==> config.mk <==
export PLATFORM = sky130hd
export DESIGN_NAME = mem_access_unit
export DESIGN_NICKNAME = d
export VERILOG_FILES = /design/src/rtl/mem_access_unit.sv
export SDC_FILE = /design/constraint.sdc
export NUM_CORES = 1
export LEC_CHECK = 0
export ABC_AREA = 1
export BUFFER_PORTS_ARGS = -buffer_cell sky130_fd_sc_hd__buf_2
export CAP_MARGIN = 40
export CORE_MARGIN = 1
export CORE_UTILIZATION = 42
export CTS_BUF_LIST = sky130_fd_sc_hd__clkbuf_4
export DETAILED_ROUTE_END_ITERATION = 8
export HOLD_SLACK_MARGIN = 0.1
export PLACE_DENSITY = 0.85
export SETUP_SLACK_MARGIN = 0.3
export SLEW_MARGIN = 20
export SYNTH_ARGS = -nofsm -noshare
export SYNTH_HDL_FRONTEND = slang
export SYNTH_SLANG_ARGS = --single-unit
export TNS_END_PERCENT = 10
==> constraint.sdc <==
create_clock -name clk -period 2.09 [get_ports clk]
set_clock_uncertainty 0.1 [all_clocks]
set_input_delay 0 -clock clk [delete_from_list [all_inputs] [get_ports clk]]
set_output_delay 0 -clock clk [all_outputs]
set_load 0.05 [all_outputs]
==> src/rtl/mem_access_unit.sv <==
// mem_access_unit: load/store unit between the EX/MEM stage and a simple
// ready-handshaked data bus. It aligns stores onto byte lanes, extracts and
// extends loads, stalls the pipeline while a bus access is outstanding, and
// abandons an access with a one-cycle error pulse if the bus never answers.
module mem_access_unit (
    input  logic        clk,
    input  logic        reset,
    input  logic        i_mem_read,
    input  logic        i_mem_write,
    input  logic [1:0]  i_size,
    input  logic        i_unsigned,
    input  logic [31:0] i_addr,
    input  logic [31:0] i_write_data,
    output logic        o_bus_req,
    output logic        o_bus_we,
    output logic [31:0] o_bus_addr,
    output logic [31:0] o_bus_wdata,
    output logic [3:0]  o_bus_wstrb,
    input  logic        i_bus_ready,
    input  logic [31:0] i_bus_rdata,
    output logic        o_stall,
    output logic [31:0] o_mem_read_data,
    output logic        o_misaligned,
    output logic        o_bus_err
);

    localparam logic [1:0] IDLE   = 2'd0;
    localparam logic [1:0] ACCESS = 2'd1;
    localparam logic [1:0] DONE   = 2'd2;

    logic [1:0]  state;
    logic [1:0]  next_state;
    logic [3:0]  wait_count;
    logic        request;
    logic        is_byte;
    logic        is_half;
    logic        misaligned;
    logic        timeout;
    logic [7:0]  load_byte;
    logic [15:0] load_half;
    logic [31:0] load_value;

    assign request    = i_mem_read | i_mem_write;
    assign is_byte    = (i_size == 2'b00);
    assign is_half    = (i_size == 2'b01);
    assign misaligned = (is_half & i_addr[0]) |
                        (~is_byte & ~is_half & (i_addr[1:0] != 2'b00));
    assign timeout    = (wait_count == 4'd15) & ~i_bus_ready;

    // The fault flag only means something while a new request is being decoded.
    assign o_misaligned = (state == IDLE) & request & misaligned;

    // Bus request and stall are forced low while reset is held, even mid-access.
    assign o_bus_req  = reset & (state == ACCESS);
    assign o_stall    = reset & ((state == ACCESS) |
                                 ((state == IDLE) & request & ~misaligned));
    assign o_bus_we   = ~i_mem_read;
    assign o_bus_addr = {i_addr[31:2], 2'b00};

    // Next-state decision; DONE always lasts exactly one cycle.
    always_comb begin
        next_state = state;
        case (state)
            IDLE:    if (request & ~misaligned) next_state = ACCESS;
            ACCESS:  if (i_bus_ready | (wait_count == 4'd15)) next_state = DONE;
            DONE:    next_state = IDLE;
            default: next_state = IDLE;
        endcase
    end

    // Store lane strobes and replicated write data; size 11 behaves as a word.
    always_comb begin
        o_bus_wstrb = 4'b1111;
        o_bus_wdata = i_write_data;
        if (is_byte) begin
            case (i_addr[1:0])
                2'd0:    o_bus_wstrb = 4'b0001;
                2'd1:    o_bus_wstrb = 4'b0010;
                2'd2:    o_bus_wstrb = 4'b0100;
                default: o_bus_wstrb = 4'b1000;
            endcase
            o_bus_wdata = {4{i_write_data[7:0]}};
        end else if (is_half) begin
            o_bus_wstrb = i_addr[1] ? 4'b1100 : 4'b0011;
            o_bus_wdata = {2{i_write_data[15:0]}};
        end
    end

    // Pick the addressed lane out of the bus word and sign- or zero-extend it.
    always_comb begin
        case (i_addr[1:0])
            2'd0:    load_byte = i_bus_rdata[7:0];
            2'd1:    load_byte = i_bus_rdata[15:8];
            2'd2:    load_byte = i_bus_rdata[23:16];
            default: load_byte = i_bus_rdata[31:24];
        endcase
        load_half = i_addr[1] ? i_bus_rdata[31:16] : i_bus_rdata[15:0];
        if (is_byte) begin
            load_value = {{24{~i_unsigned & load_byte[7]}}, load_byte};
        end else if (is_half) begin
            load_value = {{16{~i_unsigned & load_half[15]}}, load_half};
        end else begin
            load_value = i_bus_rdata;
        end
    end

    // State, wait counter, load data register and the timeout error pulse.
    always_ff @(posedge clk) begin
        if (!reset) begin
            state           <= IDLE;
            wait_count      <= 4'd0;
            o_mem_read_data <= 32'd0;
            o_bus_err       <= 1'b0;
        end else begin
            state     <= next_state;
            o_bus_err <= 1'b0;
            case (state)
                IDLE: begin
                    wait_count <= 4'd0;
                end
                ACCESS: begin
                    if (i_bus_ready) begin
                        if (i_mem_read) o_mem_read_data <= load_value;
                    end else if (timeout) begin
                        o_bus_err <= 1'b1;
                        if (i_mem_read) o_mem_read_data <= 32'd0;
                    end else begin
                        wait_count <= wait_count + 4'd1;
                    end
                end
                default: begin
                    wait_count <= 4'd0;
                end
            endcase
        end
    end

endmodule

==> out/results.ini, run 1 <==
[floorplanning]
ios=209
start_util=0.446
die_x_um=85.1
dieArea_um2=7240
row_count=29
die_h_um=85.1
core_um2=6490

[power]
p_leak_nw=2.11
worst_ir_drop_vdd_uv=473
p_per_area_nw_per_um2=509

[finish]
area_delta_synth_final_pct=42.8
register_area_um2=781
fin_cells=729
diodes=0
nets=756
fillers=589
multiInputGateArea_um2=1580
drive_above_1_share=0.273
postLayoutCellArea_um2=4140

[drt]
drc=0
initialDrtViolationCount=313
viasPerCell=5.20
drt-total-wl_um=10100
firstDrtPassIters=5
ant_nets=0
vias=3792
avgRoutedWirePerCell_um=13.8

[global_route]
antenna_found_initial=0
grt_usage=0.274
overflow=0
grt_pass1_vias=3575
grt_max_degree=34
grt_pass1_wl_um=15900

[timing]
max_freq_ghz=0.574
rsz0062_at_grt=true
fin_setup_tns_ps=0
finalCriticalPeriod_ps=1740
finalCritPeriodShare=0.834
hold_violations=0
worst_slack_ps=347
tightest_slew_ps=541
final-setup-viol-count=0
relSlewSlack=0.638
maxSlewViolCount=0

[worst_hold_path]
hp-class=input pin to flip-flop

[yosys]
yosysWarningCount=0
postSynthAreaPerCell_um2=6.04
synth.largest_area_cell=dfxtp_1
synth_cells=480
yosysUniqueCellTypes=29
yosys_most_used_dff=dfxtp_1
ys_ff_latch=39
yosys.area.top_type_share=0.269
synth-edff-count=0
seq_area_frac_synth=0.269
ys_top_cells_by_area=dfxtp_1, nand2_1, buf_4, nand3_1, a21oi_1
synthArstFlopShare=0
synth_area_um2=2900

[placement]
place.gp.congestion=0.903
dpl-instance-area_um2=3350
io_buffers=146
dpl.hpwl_um=7660
dp_cells=648
place_ws_ps=415

[setup_path]
start_kind=input pin
critical_path_class=input pin to primary output
critPathBufInv=5
r2r_setup_slack_ps=440
critPathMaxFanout=13
end_kind=primary output
path_delay_family=buffers and inverters
critPathSlowestCell=dlygate4sd3_1
crit_required_ps=1990
cpMostUsedCell=buf_2
max_stage_delay_ps=520
crit_path_cell_trace=dlygate4sd3_1, buf_2, clkinv_1, nor2_2, inv_1, nand2_1, buf_2
critPathArrivalTime_ps=1640

[clock_tree]
root_buffer=clkbuf_4
htreeDepth=2
cts_tree=built
clock_path_buffers=2
cts.sinks=39
numCtsBuffers=5
cts-resized-gates=0
clkTransAtPathRegs_ps=110
insertion_delay_ps=360

[job]
drv_cap=0

[outcome]
status=finished clean

[cell usage in the layout, fill, tap and decap left out]
cell type      instances
nor2_8                 1
buf_12                 1
nand2_2                3
inv_1                 25
a31oi_1                6
o21ai_0               30
inv_2                  2
or2_1                  1
nand2_1              181
nand4_1                8
a22oi_1                1
dfxtp_1               39
clkinv_2               3
nand3_1               42
nor3_1                 1
buf_2                146
ha_1                   1
nor2_1                23
conb_1                 2
a21oi_1               40
nor3_4                 1
o211ai_1               1
clkinv_1               2
nand2_4                1
xnor2_1                1
nor2_4                 1
clkbuf_4               5
buf_4                 10
nand3_2                1
dlygate4sd3_1         70
nor2_2                 3
[synthesized netlist by cell type, types with 2 or more instances]
cell	count
nand2_1	181
clkinv_1	2
inv_2	2
a21oi_1	40
inv_1	25
o21ai_0	30
nor2_1	24
nand2_2	3
clkbuf_1	10
a31oi_1	6
dfxtp_1	39
nand4_1	8
nand3_1	42
buf_4	43
buf_2	7
nor2_2	2
buf_6	4
[flip-flops by register name (all words and copies together), names as in the netlist]
signal and flops:
state 2, o_bus_err 1, o_mem_read_data 32, wait_count 4
[final timing paths]
kind | startpoint | to | cells past startpoint
setup / recovery | reset | o_stall | 7
hold / removal | i_addr[0] | o_mem_read_data[4]$_SDFFE_PN0P_ | 6
setup reg to reg | wait_count[0]$_SDFFE_PN0P_ | o_mem_read_data[15]$_SDFFE_PN0P_ | 7
hold reg to reg | o_mem_read_data[28]$_SDFFE_PN0P_ | o_mem_read_data[28]$_SDFFE_PN0P_ | 2
[worst reg2reg max path, stage by stage (launching register included)]
cell and delay, ps:
dfxtp_1 360, ha_1 240, nand3_1 140, nand2_1 120, nand3_1 120, buf_4 250
nand2_1 100, a21oi_1 150
[repair_timing]
action / 4_1_cts / 5_1_grt
endpoints found under the hold margin: 68 / 0
buffers inserted: 0 / 3
setup endpoints to repair: 0 / 17
hold buffers: 70 / 0
[power by group]
group | switching [W] | internal [W]
Sequential | 0.00000974 | 0.000762
Clock | 0.000250 | 0.000125
Combinational | 0.000683 | 0.000279
Total | 0.000943 | 0.00117
[through the flow]
stage / hold WS (ps) / power (W) / utilization
CTS: 135 / 0.00210 / 0.632
global placement: -99.7 / 0.00151 / 0.516
floorplan: -20.7 / 0.00147 / -
finish: 137 / 0.00211 / 0.637
global route: 178 / 0.00220 / 0.637
detailed placement: -99.7 / 0.00152 / 0.516
[cell type report]
type                       instances  share of cell area
multi-input combinational        349               0.380
timing repair buffer             227               0.369
sequential                        39               0.189
inverter                          29              0.0263
tap                               77              0.0233
clock buffer                       5             0.00907
clock inverter                     3             0.00363
[metal layers]
| metal | vias up | GRT usage | part of all wire |
|---|---|---|---|
| met5 | - | 0 | 0 |
| met1 | 1690 | 0.301 | 0.38 |
| met2 | 224 | 0.507 | 0.52 |
| met4 | 0 | 0.143 | 0.039 |
| li1 | 1845 | - | - |
| met3 | 33 | 0.0418 | 0.070 |
[cells by family (layout without fill, tap and decap cells)]
family          count (synthesis)  after routing  share of synthesized area
compound gates                 78             78                      0.139
flops                          39             39                      0.269
buf+inv                        93            264                      0.189
fa+ha+maj                       1              1                    0.00432
xor+xnor                        1              1                    0.00302
other cells                     1              2                    0.00129
simple gates                  267            267                      0.394
Power figures use the tool's default switching activity.
==> run 2: changes to the inputs <==
--- a/config.mk
+++ b/config.mk
@@ -9,11 +9,11 @@
 export BUFFER_PORTS_ARGS = -buffer_cell sky130_fd_sc_hd__buf_2
 export CAP_MARGIN = 40
 export CORE_MARGIN = 1
-export CORE_UTILIZATION = 42
+export CORE_UTILIZATION = 38
 export CTS_BUF_LIST = sky130_fd_sc_hd__clkbuf_4
 export DETAILED_ROUTE_END_ITERATION = 8
 export HOLD_SLACK_MARGIN = 0.1
-export PLACE_DENSITY = 0.85
+export PLACE_DENSITY = 0.82
 export SETUP_SLACK_MARGIN = 0.3
 export SLEW_MARGIN = 20
 export SYNTH_ARGS = -nofsm -noshare
==> constraint.sdc (replaced) <==
create_clock -name clk -period 1.45 [get_ports clk]
set_clock_uncertainty 0.1 [all_clocks]
set_input_delay 0 -clock clk [delete_from_list [all_inputs] [get_ports clk]]
set_output_delay 0 -clock clk [all_outputs]
set_load 0.05 [all_outputs]
==> run 2 against run 1 <==
  * The run now ends with negative hold slack, negative setup slack left
  * Setup slack worse by 350 ps
  * Hold slack lost 200 ps
  * Clock-buffer cell count stayed put
  * Die area increased by 10%
  * Largest power group unchanged
  * Global-route usage fell by 1.0 points
  * Sequential power grew 45%
  * Core utilization shrank 2.3 points
  * Critical endpoint is now o_mem_read_data[4]$_SDFFE_PN0P_
  * Highest routed layer unchanged
  * Via count is 3.9% higher
  * Cell count rose by 4.8%
  * Sequential share of layout area shrank 1.4 points
  * Non-clock buffer count grew 10
==> out/results.ini, run 2 (synthesized netlist as in run 1, its figures left out) <==
[outcome]
status=complete, but fails checks
violations=negative hold slack, negative setup slack

[power]
worst_ir_drop_vdd_uv=369
p_per_area_nw_per_um2=783
p_leak_nw=2.20
power_w=0.00352

[setup_path]
critPathArrivalTime_ps=1640
path_delay_family=buffers and inverters
critPathSlowestCell=dfxtp_1
critPathLaunch=state[1]$_SDFFE_PN0P_
start_kind=flip-flop
critical_path_class=flip-flop to flip-flop
critPathBufInv=3
crit_required_ps=1640
r2r_setup_slack_ps=-4
crit_path_cell_trace=inv_1, nand2_4, inv_4, nand3_1, buf_6, a31oi_1, nand2_1, a21oi_1
critical_path_depth=8
max_stage_delay_ps=340
end_kind=flip-flop
critPathMaxFanout=13
endpoint=o_mem_read_data[4]$_SDFFE_PN0P_
worstReg2RegEnd=o_mem_read_data[4]$_SDFFE_PN0P_
rr_startpoint=state[1]$_SDFFE_PN0P_
rr_worst_depth=8

[job]
drv_cap=0

[drt]
viasPerCell=5.16
avgRoutedWirePerCell_um=14.4
firstDrtPassIters=5
initialDrtViolationCount=246
drc=0
drt-total-wl_um=11000
ant_nets=0
vias=3939

[global_route]
grt_usage=0.264
grt_pass1_vias=3490
grt_pass1_wl_um=16300
grt_max_degree=33
antenna_found_initial=0
overflow=0

[worst_hold_path]
hp-class=input pin to flip-flop

[timing]
hold_violations=2
final-setup-viol-count=2
finalCritPeriodShare=1.00
worst_slack_ps=-4.43
maxSlewViolCount=0
max_freq_ghz=0.688
rsz0062_at_grt=true
relSlewSlack=0.652
tightest_slew_ps=520
finalCriticalPeriod_ps=1450
fin_hold_ws_ps=-61.9

[floorplanning]
start_util=0.395
ios=209
dieArea_um2=7980
row_count=31
die_h_um=89.3
core_um2=7330
die_x_um=89.3

[clock_tree]
insertion_delay_ps=360
numCtsBuffers=5
root_buffer=clkbuf_4
clock_path_buffers=2
htreeDepth=2
ctsHoldBuffers=66
cts_tree=built
cts.sinks=39
clkTransAtPathRegs_ps=140

[finish]
fillers=669
regMostFlops=o_mem_read_data
multiInputGateArea_um2=1730
nets=769
register_area_um2=787
diodes=0
biggestRegsByFlops=o_mem_read_data: 32 flops, wait_count: 4 flops, state: 2 flops
drive_above_1_share=0.328
largest_reg_flops=32
layout_common_cells=nand2_1, buf_2, dlygate4sd3_1, nand3_1, a21oi_1
fin_util=0.614
area_delta_synth_final_pct=55.3
postLayoutCellArea_um2=4500
final_common_cell=nand2_1

[placement]
dpl.hpwl_um=7580
io_buffers=146
dpl-instance-area_um2=3510
place.gp.congestion=0.908
place_ws_ps=-76.1

run 2: cell count changes in the layout (fill, tap and decap cells not counted), moves of 3 or more:
cell and change:
nand2_1 -11, nand2_2 +9, clkbuf_4 +9, buf_2 -13, dfxtp_1 -3, buf_6 +3
buf_4 +14, nand3_1 -3, o21ai_0 -3, clkinv_2 -3, nand3_4 +5, dlygate4sd3_1 -4
run 2: worst min path at each step:
stage / cells past startpoint / end / start / slack (ps)
floorplan: 1 / o_bus_err$_SDFF_PP0_ / i_bus_ready / -20
global placement: 0 / o_bus_addr[4] / i_addr[4] / -100
detailed placement: 0 / o_bus_addr[4] / i_addr[4] / -100
CTS: 5 / wait_count[3]$_SDFFE_PN0P_ / reset / -70
global route: 5 / wait_count[3]$_SDFFE_PN0P_ / reset / -60
finish: 5 / wait_count[3]$_SDFFE_PN0P_ / reset / -60
run 2: tightest hold or removal path, delay by kind of cell:
family	cells	cell delay (ps)
simple gates	2	100
buf+inv	3	260
run 2: cell type report:
cell class / count / share of cell area
Multi-Input combinational cell: 352 / 0.385
Inverter: 29 / 0.0247
Clock buffer: 5 / 0.00834
Tap cell: 99 / 0.0275
Clock inverter: 3 / 0.0150
Sequential cell: 39 / 0.175
Timing Repair Buffer: 237 / 0.365
run 2: layer usage:
metal | wire length, µm | GRT usage | vias to the layer above
met2 | 5160 | 0.444 | 260
met5 | 0 | 0 | -
met3 | 1080 | 0.0591 | 26
met4 | 261 | 0.0794 | 0
met1 | 4530 | 0.336 | 1772
li1 | - | - | 1881
run 2: through the flow:
stage          std cells  setup TNS [ps]
3_5_place_dp         679           -1710
2_1_floorplan        481               0
3_3_place_gp         679               0
5_1_grt              764           -1520
4_1_cts              762               0
6_report             764           -6.57
run 2: what timing repair did:
| action | in CTS | in global routing |
|---|---|---|
| pin swaps | 10 | 10 |
| setup endpoints to repair | 39 | 54 |
| cloned | 3 | 0 |
| setup buffers | 6 | 2 |
| endpoints found under the hold margin | 69 | 4 |
| resized for setup | 22 | 20 |
run 2: power by group:
group          switching (W)  leakage (nW)  internal [W]
combinational        0.00103          1.83      0.000455
clock               0.000382        0.0514      0.000536
sequential         0.0000191         0.317       0.00110
total                0.00143          2.20       0.00209
==> run 3: changes to the inputs <==
--- a/config.mk
+++ b/config.mk
@@ -8,14 +8,14 @@
 export ABC_AREA = 1
 export BUFFER_PORTS_ARGS = -buffer_cell sky130_fd_sc_hd__buf_2
 export CAP_MARGIN = 40
+export CORE_ASPECT_RATIO = 1.25
 export CORE_MARGIN = 1
 export CORE_UTILIZATION = 38
 export CTS_BUF_LIST = sky130_fd_sc_hd__clkbuf_4
 export DETAILED_ROUTE_END_ITERATION = 8
-export HOLD_SLACK_MARGIN = 0.1
+export HOLD_SLACK_MARGIN = 0.05
 export PLACE_DENSITY = 0.82
 export SETUP_SLACK_MARGIN = 0.3
-export SLEW_MARGIN = 20
 export SYNTH_ARGS = -nofsm -noshare
 export SYNTH_HDL_FRONTEND = slang
 export SYNTH_SLANG_ARGS = --single-unit
==> run 3 against run 2 <==
  * Critical path depth decreased by 2
  * The flow now finishes without violations
  * Via count decreased by 2.3%
  * Clock power decreased by 40%
  * Setup slack improved by 24 ps
  * Routed wire length increased by 1.9%
  * Sequential share of layout area increased by 0.77 points
  * Largest cell class unchanged
  * Hold slack improved by 77 ps
  * Largest power group unchanged
  * Register-to-register slack improved by 30 ps
  * Sequential cell count unchanged
  * Die area about the same
  * Cell count decreased by 2.1%
==> out/results.ini, run 3 (synthesized netlist as in run 1, its figures left out) <==
[outcome]
status=finished clean

[power]
seqPwrFrac=0.357
p_comb_frac=0.466
power_frac_clock=0.177
p_sw_w=0.00142
worst_ir_drop_vdd_uv=470
intPower_w=0.00171
p_leak_nw=2.15
power_w=0.00313
p_sw_frac=0.452
p_per_area_nw_per_um2=728

[setup_path]
critPathMaxFanout=5
end_kind=primary output
critPathArrivalTime_ps=1330
critical_path_class=flip-flop to primary output
crit_required_ps=1350
start_kind=flip-flop

[finish]
fillers=725
regMostFlops=o_mem_read_data
postLayoutCellArea_um2=4300
diodes=0
drive_above_1_share=0.308
area_delta_synth_final_pct=48.3
register_area_um2=785
biggestRegsByFlops=o_mem_read_data: 32 flops, wait_count: 4 flops, state: 2 flops
multiInputGateArea_um2=1640
layout_common_cells=nand2_1, buf_2, dlygate4sd3_1, nand3_1, a21oi_1
largest_reg_flops=32
nets=760
final_common_cell=nand2_1

[clock_tree]
clock_path_buffers=2
htreeDepth=2
insertion_delay_ps=340
ctsHoldBuffers=63
cts.sinks=39
numCtsBuffers=5
cts_tree=built
clkTransAtPathRegs_ps=120
root_buffer=clkbuf_4

[global_route]
grt_pass1_wl_um=17100
grt_usage=0.279
grt_pass1_vias=3668
antenna_found_initial=0
overflow=0
grt_max_degree=33

[timing]
rsz0062_at_grt=true
fin_setup_tns_ps=0
final-setup-viol-count=0
tightest_slew_ps=524
maxSlewViolCount=0
hold_violations=0
max_freq_ghz=0.699
fin_hold_ws_ps=15.0
relSlewSlack=0.649
finalCriticalPeriod_ps=1430
finalCritPeriodShare=0.986

[placement]
dpl-instance-area_um2=3530
io_buffers=146
dpl.hpwl_um=8200
place.gp.congestion=0.917

[drt]
vias=3847
firstDrtPassIters=5
drt-total-wl_um=11200
initialDrtViolationCount=308
viasPerCell=5.14
ant_nets=0
avgRoutedWirePerCell_um=15.0
drc=0

[floorplanning]
ios=209
dieArea_um2=7980
die_h_um=99.7
core_um2=7400
row_count=35
die_x_um=80.1
start_util=0.392

[job]
drv_cap=0

[worst_hold_path]
hp-class=input pin to flip-flop

## run 3: cell count changes in the layout (fill, tap and decap cells not counted), moves of 3 or more
cell / change
buf_2: +8
clkbuf_4: -8
nand2_1: +7
nand2_2: -6
buf_4: -5
nand3_4: -4
dlygate4sd3_1: -3
## run 3: through the flow
step           instances  utilization  setup WS [ps]
4_1_cts              746        0.573           8.25
3_5_place_dp         675        0.478           83.1
5_1_grt              748        0.581          -61.7
2_1_floorplan        481            -            162
6_report             748        0.581           19.6
3_3_place_gp         675        0.478            141
## run 3: final timing paths
check / startpoint / endpoint / slack, ps / cells past startpoint
min: i_mem_write / state[0]$_SDFFE_PN0P_ / 10 / 5
max reg2reg: wait_count[0]$_SDFFE_PN0P_ / o_mem_read_data[30]$_SDFFE_PN0P_ / 30 / 7
max: state[1]$_SDFFE_PN0P_ / o_stall / 20 / 6
min reg2reg: o_mem_read_data[12]$_SDFFE_PN0P_ / o_mem_read_data[12]$_SDFFE_PN0P_ / 370 / 2
## run 3: final cells by class
cell class,instances,share of cell area
clock inverter,3,0.00349
multi-input combinational,349,0.381
inverter,29,0.0253
sequential,39,0.182
clock buffer,5,0.00873
tap,92,0.0268
timing repair buffer,231,0.372
## run 3: worst max-delay path, cell delays in order, from the launching register on
cell     delay, ps
dfxtp_1        340
inv_1          100
nand2_4         90
nor2_4         180
inv_2           70
nand2_2         70
buf_8          140
## run 3: power groups by stage
stage	Combinational [W]	Sequential, W	Clock, W
after floorplan	0.000926	0.00122	0
after global placement	0.00111	0.00114	0
after detailed placement	0.00112	0.00114	0
after CTS	0.00143	0.00112	0.000577
after global routing	0.00155	0.00112	0.000621
final	0.00146	0.00112	0.000553
## run 3: repair_timing
action | CTS | global route
resized for setup | 9 | 9
gates cloned | 0 | 1
buffers inserted | 0 | 1
setup endpoints to repair | 40 | 51
pin swaps | 3 | 1
hold endpoints to repair | 69 | 5
## run 3: layer usage
| layer | global-route usage | share of wire | vias up |
|---|---|---|---|
| met4 | 0.137 | 0.042 | 0 |
| met2 | 0.502 | 0.50 | 238 |
| met5 | 0 | 0 | - |
| met3 | 0.0505 | 0.081 | 34 |
| li1 | - | - | 1857 |
| met1 | 0.309 | 0.38 | 1718 |
